`config.mk`:
```
export PLATFORM = sky130hd
export DESIGN_NAME = mul_seq_ctrl
export DESIGN_NICKNAME = d
export VERILOG_FILES = /design/src/rtl/mul_pkg.sv /design/src/rtl/mul32x32.sv /design/src/rtl/mul_seq_ctrl.sv
export SDC_FILE = /design/constraint.sdc
export NUM_CORES = 2
export LEC_CHECK = 0
export ABC_CLOCK_PERIOD_IN_PS = 10090
export CAP_MARGIN = 30
export CORE_MARGIN = 5
export CORE_UTILIZATION = 60
export CTS_BUF_LIST = sky130_fd_sc_hd__clkbuf_8
export DETAILED_ROUTE_END_ITERATION = 7
export GPL_TIMING_DRIVEN = 0
export PLACE_DENSITY = 0.78
export SYNTH_ARGS = -nofsm -noshare
export SYNTH_HDL_FRONTEND = slang
export SYNTH_SLANG_ARGS = --single-unit
export TNS_END_PERCENT = 20
```
`constraint.sdc`:
```
create_clock -name clk -period 10.09 [get_ports clk]
set_clock_uncertainty 0.2 [all_clocks]
set_input_delay 1.009 -clock clk [delete_from_list [all_inputs] [get_ports clk]]
set_output_delay 1.009 -clock clk [all_outputs]
set_load 0.02 [all_outputs]
```
`src/rtl/mul_pkg.sv`:
```
// Shared definitions for the RV32M multiply sequencer: operand width, op encodings, FSM states.
package mul_pkg;

    localparam int unsigned XLEN   = 32;
    localparam int unsigned PROD_W = 2 * XLEN;

    typedef enum logic [1:0] {
        OP_MUL    = 2'b00,
        OP_MULH   = 2'b01,
        OP_MULHSU = 2'b10,
        OP_MULHU  = 2'b11
    } op_e;

    typedef enum logic [2:0] {
        ST_IDLE = 3'd0,
        ST_CONV = 3'd1,
        ST_MUL  = 3'd2,
        ST_FIX  = 3'd3,
        ST_DONE = 3'd4
    } state_e;

endpackage

```
`src/rtl/mul32x32.sv`:
```
// Combinational unsigned 32x32 -> 64 multiplier array; inputs must be held for the multicycle window.
module mul32x32
    import mul_pkg::*;
(
    input  logic [XLEN-1:0]   a,
    input  logic [XLEN-1:0]   b,
    output logic [PROD_W-1:0] p
);

    assign p = PROD_W'(a) * PROD_W'(b);

endmodule

```
`src/rtl/mul_seq_ctrl.sv`:
```
// RV32M multiply sequencer: converts signed operands to magnitudes, holds them on the array
// for MUL_CYCLES cycles, then sign-corrects the product and returns the requested half.
module mul_seq_ctrl
    import mul_pkg::*;
#(
    parameter int unsigned MUL_CYCLES = 2,
    parameter int unsigned TAG_W      = 5
) (
    input  logic             clk,
    input  logic             rst,
    input  logic             in_valid,
    output logic             in_ready,
    input  logic [1:0]       in_op,
    input  logic [XLEN-1:0]  in_rs1,
    input  logic [XLEN-1:0]  in_rs2,
    input  logic [TAG_W-1:0] in_tag,
    input  logic             flush,
    output logic             out_valid,
    input  logic             out_ready,
    output logic [XLEN-1:0]  out_result,
    output logic [TAG_W-1:0] out_tag,
    output logic             busy
);

    localparam int unsigned CNT_W = (MUL_CYCLES > 1) ? $clog2(MUL_CYCLES) : 1;

    state_e              state, state_nxt;
    op_e                 op_q, op_d;
    logic [XLEN-1:0]     rs1_q, rs1_d;
    logic [XLEN-1:0]     rs2_q, rs2_d;
    logic [TAG_W-1:0]    tag_q, tag_d;
    logic [XLEN-1:0]     a_abs_q, a_abs_d;
    logic [XLEN-1:0]     b_abs_q, b_abs_d;
    logic                neg_q, neg_d;
    logic [CNT_W-1:0]    cnt_q, cnt_d;
    logic [PROD_W-1:0]   prod_q, prod_d;
    logic [PROD_W-1:0]   prod_arr;
    logic [PROD_W-1:0]   prod_fixed;
    logic                sign1, sign2;
    logic                out_valid_d, in_ready_d, busy_d;
    logic [XLEN-1:0]     out_result_d;
    logic [TAG_W-1:0]    out_tag_d;

    mul32x32 u_array (
        .a (a_abs_q),
        .b (b_abs_q),
        .p (prod_arr)
    );

    // State register
    always_ff @(posedge clk or posedge rst) begin
        if (rst) begin
            state <= ST_IDLE;
        end else begin
            state <= state_nxt;
        end
    end

    // Next-state and next-register values
    always_comb begin
        state_nxt    = state;
        op_d         = op_q;
        rs1_d        = rs1_q;
        rs2_d        = rs2_q;
        tag_d        = tag_q;
        a_abs_d      = a_abs_q;
        b_abs_d      = b_abs_q;
        neg_d        = neg_q;
        cnt_d        = cnt_q;
        prod_d       = prod_q;
        out_result_d = out_result;
        out_tag_d    = out_tag;
        sign1        = 1'b0;
        sign2        = 1'b0;
        prod_fixed   = prod_q;

        case (state)
            ST_IDLE: begin
                if (in_valid && !flush) begin
                    op_d      = op_e'(in_op);
                    rs1_d     = in_rs1;
                    rs2_d     = in_rs2;
                    tag_d     = in_tag;
                    state_nxt = ST_CONV;
                end
            end
            ST_CONV: begin
                sign1     = rs1_q[XLEN-1] & ((op_q == OP_MULH) | (op_q == OP_MULHSU));
                sign2     = rs2_q[XLEN-1] & (op_q == OP_MULH);
                a_abs_d   = sign1 ? (~rs1_q + XLEN'(1)) : rs1_q;
                b_abs_d   = sign2 ? (~rs2_q + XLEN'(1)) : rs2_q;
                neg_d     = sign1 ^ sign2;
                cnt_d     = CNT_W'(MUL_CYCLES - 1);
                state_nxt = ST_MUL;
            end
            ST_MUL: begin
                if (cnt_q == '0) begin
                    prod_d    = prod_arr;
                    state_nxt = ST_FIX;
                end else begin
                    cnt_d = cnt_q - CNT_W'(1);
                end
            end
            ST_FIX: begin
                prod_fixed   = neg_q ? (~prod_q + PROD_W'(1)) : prod_q;
                out_result_d = (op_q == OP_MUL) ? prod_fixed[XLEN-1:0] : prod_fixed[PROD_W-1:XLEN];
                out_tag_d    = tag_q;
                state_nxt    = ST_DONE;
            end
            ST_DONE: begin
                if (out_ready) begin
                    state_nxt = ST_IDLE;
                end
            end
            default: begin
                state_nxt = ST_IDLE;
            end
        endcase

        // Flush wins over every transition, including a DONE handshake
        if (flush) begin
            state_nxt = ST_IDLE;
        end

        out_valid_d = (state_nxt == ST_DONE);
        in_ready_d  = (state_nxt == ST_IDLE);
        busy_d      = (state_nxt != ST_IDLE);
    end

    // Datapath and registered outputs
    always_ff @(posedge clk or posedge rst) begin
        if (rst) begin
            op_q       <= OP_MUL;
            rs1_q      <= '0;
            rs2_q      <= '0;
            tag_q      <= '0;
            a_abs_q    <= '0;
            b_abs_q    <= '0;
            neg_q      <= 1'b0;
            cnt_q      <= '0;
            prod_q     <= '0;
            out_valid  <= 1'b0;
            out_result <= '0;
            out_tag    <= '0;
            in_ready   <= 1'b1;
            busy       <= 1'b0;
        end else begin
            op_q       <= op_d;
            rs1_q      <= rs1_d;
            rs2_q      <= rs2_d;
            tag_q      <= tag_d;
            a_abs_q    <= a_abs_d;
            b_abs_q    <= b_abs_d;
            neg_q      <= neg_d;
            cnt_q      <= cnt_d;
            prod_q     <= prod_d;
            out_valid  <= out_valid_d;
            out_result <= out_result_d;
            out_tag    <= out_tag_d;
            in_ready   <= in_ready_d;
            busy       <= busy_d;
        end
    end

endmodule

```
==> impl_metrics.env <==
export IMPL_status="finished clean"
export IMPL_num_vias=38000
export IMPL_cts_buffers=46
export IMPL_synth_area_per_cell_sq_um=9.26
export IMPL_final_max_slew_viol_count=0
export IMPL_die_area_sq_mm=0.0807
export IMPL_cts_path_max_buffers=3
export IMPL_drive_gt1_share_pct=4.57
export IMPL_grt_use_total_pct=44.7
export IMPL_core_sq_mm=0.0744
export IMPL_syn_nets=6111
export IMPL_ys_seq_area_share_pct=13.5
export IMPL_grt_ovfl_total=0
export IMPL_die_w_microns=284
export IMPL_cts_num_sinks=244
export IMPL_ctsHoldBuffers=0
export IMPL_endpoint_kind="flip-flop"
export IMPL_initialDrtViolationCount=4551
export IMPL_yosysTopAreaCell="fa_1"
export IMPL_grt_pass1_wl_microns=259000
export IMPL_num_io_pins=116
export IMPL_fmax_mhz=101
export IMPL_stdcell_area_sq_mm=0.0493
export IMPL_wl_microns=181000
export IMPL_slew_headroom_pct=18.2
export IMPL_cp_start_kind="flip-flop"
export IMPL_final_net_count=6320
export IMPL_multi_input_area_sq_mm=0.0346
export IMPL_port_buffers=115
export IMPL_required_ps=10440
export IMPL_cts_setup_buffers=0
export IMPL_period_needed_ps=9940
export IMPL_rsz0062_at_grt="false"
export IMPL_synthArstFlopShare_pct=100
export IMPL_rows=100
export IMPL_cts_root_buf="clkbuf_8"
export IMPL_cts_clk_slew_worst_paths_ps=70
export IMPL_post_place_ws_ps=432
export IMPL_synth_area_leaders="fa_1, dfrtp_1, and2_1"
export IMPL_cap_violations=0
export IMPL_tightest_slew_ps=1230
export IMPL_regArea_sq_mm=0.00611
export IMPL_antenna_left=0
export IMPL_hp_class="reg -> reg"
export IMPL_insertion_delay_ps=680
export IMPL_worst_slack_ps=151
export IMPL_synth_ff_type="dfrtp_1"
export IMPL_ctsResizeCount=0
export IMPL_crit_type="reg -> reg"
export IMPL_dpl_hpwl_microns=148000
export IMPL_reg2reg_depth=24
export IMPL_yosysWarnings=0
export IMPL_area_growth_pct=9.36
export IMPL_post_route_period_util_pct=98.5
export IMPL_first_pass_iters=6
export IMPL_dpl_instance_area_sq_mm=0.0479
export IMPL_fillers=6241
export IMPL_synth_cell_type_count=74
export IMPL_synth_edf_count=0
export IMPL_final_hold_violation_count=0
export IMPL_vias_per_cell=6.21
export IMPL_initial_core_util_pct=60.6
export IMPL_reg2reg_setup_slack_ps=150
export IMPL_crit_arrival_ps=10290
export IMPL_gp_congestion=1.11
export IMPL_die_h_microns=284
export IMPL_wl_per_cell_microns=29.7
export IMPL_finalSetupViolCount=0
export IMPL_antenna_found_initial=26
export IMPL_grt_max_degree=113
export IMPL_critPathMaxFanout=10
export IMPL_synth_area_sq_mm=0.0451
export IMPL_yosysTopAreaCellShare_pct=39.8
export IMPL_drc_errors=0
export IMPL_htree_levels=2
export IMPL_grt_pass1_vias=38400
export IMPL_ys_seq_elements=244
export IMPL_hold_depth=2
export IMPL_syn_inst=4871
export IMPL_cts_tree="done"
## final cells by class
type | count | share of cell area [%]
flip-flops and latches | 244 | 12.4
clock inverters | 21 | 0.414
plain buffers | 276 | 2.13
inverters | 875 | 6.68
repair buffers | 161 | 3.74
multi-input cells | 3476 | 70.3
diodes | 37 | 0.188
clock buffers | 62 | 1.73
well taps | 969 | 2.46
## Yosys cell counts, drive strengths merged, types with 6 or more instances
| library cell | number |
|---|---|
| a31oi | 12 |
| o211ai | 6 |
| a21oi | 125 |
| clkbuf | 262 |
| or2 | 6 |
| nand2 | 672 |
| nand2b | 16 |
| mux2 | 76 |
| o41ai | 23 |
| xnor2 | 100 |
| and3 | 14 |
| ha | 268 |
| xor2 | 78 |
| nor2b | 13 |
| inv | 875 |
| nand3 | 27 |
| dfrtp | 243 |
| o21ai | 225 |
| o21bai | 16 |
| or4 | 10 |
| nand4 | 14 |
| nor3 | 21 |
| fa | 896 |
| buf | 14 |
| o21a | 6 |
| nor4 | 17 |
| or3 | 24 |
| nor2 | 70 |
| o31ai | 30 |
| and2 | 632 |
| a21o | 20 |
## state kept, by name, indices dropped and copies added (netlist names), 2 cells and up
signal	count
prod_q	64
a_abs_q	32
b_abs_q	32
out_result	32
rs1_q	32
rs2_q	32
out_tag	5
tag_q	5
state	3
op_q	2
## layer usage
layer  global-route usage [%]  vias up  part of all wire [%]
li1                         -    15300                     -
met2                     63.1     2954                    41
met1                     55.5    18900                    35
met3                     17.8      834                    14
met5                     2.32        -                  0.10
met4                     32.7        8                   9.9
## metrics by stage
step / instances / util [%] / TNS, ps / hold slack [ps]
6_report: 6121 / 66.2 / 0 / 273
5_1_grt: 6089 / 66.1 / 0 / 301
4_1_cts: 6069 / 65.8 / 0 / 270
3_5_place_dp: 5986 / 64.4 / 0 / 253
3_3_place_gp: 5955 / 63.7 / -286850 / 240
2_1_floorplan: 4871 / - / 0 / 233
## kinds of logic after synthesis
logic type / Yosys count / share of synthesized area [%]
DFF: 244 / 13.5
AOI/OAI and AO/OA: 499 / 6.54
xor gates and xnor gates: 178 / 3.46
and+or+nand+nor: 1555 / 17.6
buffers and inverters: 1151 / 9.62
adders and majority gates: 1164 / 47.2
muxes: 80 / 1.99
## final timing paths
path | from | end
setup / recovery | b_abs_q[24]$_DFFE_PP0P_ | prod_q[61]$_DFFE_PP0P_
hold / removal | tag_q[3]$_DFFE_PP0P_ | out_tag[3]$_DFFE_PP0N_
setup reg to reg | b_abs_q[24]$_DFFE_PP0P_ | prod_q[61]$_DFFE_PP0P_
hold reg to reg | tag_q[3]$_DFFE_PP0P_ | out_tag[3]$_DFFE_PP0N_
max in group asynchronous | rst | prod_q[15]$_DFFE_PP0P_
min in group asynchronous | rst | state[1]$_DFF_PP0_
## layout by cell type, fill, tap and decap left out, types with 29 or more instances in the layout
| cell | Yosys | routed |
|---|---|---|
| clkbuf_1 | 262 | 262 |
| buf_8 | 0 | 38 |
| and2_1 | 632 | 632 |
| mux2_2 | 76 | 76 |
| clkdlybuf4s50_1 | 0 | 115 |
| xor2_1 | 78 | 78 |
| o21ai_0 | 219 | 219 |
| xnor2_1 | 100 | 100 |
| dfrtp_1 | 243 | 243 |
| nor2_1 | 69 | 69 |
| diode_2 | 0 | 37 |
| nand2_1 | 672 | 672 |
| inv_1 | 875 | 882 |
| o31ai_1 | 29 | 29 |
| clkbuf_8 | 0 | 62 |
| ha_1 | 268 | 268 |
| fa_1 | 896 | 896 |
| a21oi_1 | 125 | 125 |
## critical path, stage by stage, from the launching register on
cell	delay, ps
dfrtp_1	850
clkbuf_1	780
nand2_1	170
fa_1	550
inv_1	60
fa_1	510
inv_1	60
fa_1	530
inv_1	50
fa_1	530
fa_1	450
fa_1	560
fa_1	450
fa_1	630
ha_1	350
buf_2	210
nand2_1	90
or4_1	630
or4b_2	710
o21bai_1	340
nand3b_1	250
a21oi_1	160
o21ai_0	330
mux2i_1	260
nand3_1	80
Power is left out: the tool's default activity adds up to more than one toggle a clock period on the data nets, which glitch-free logic cannot reach.
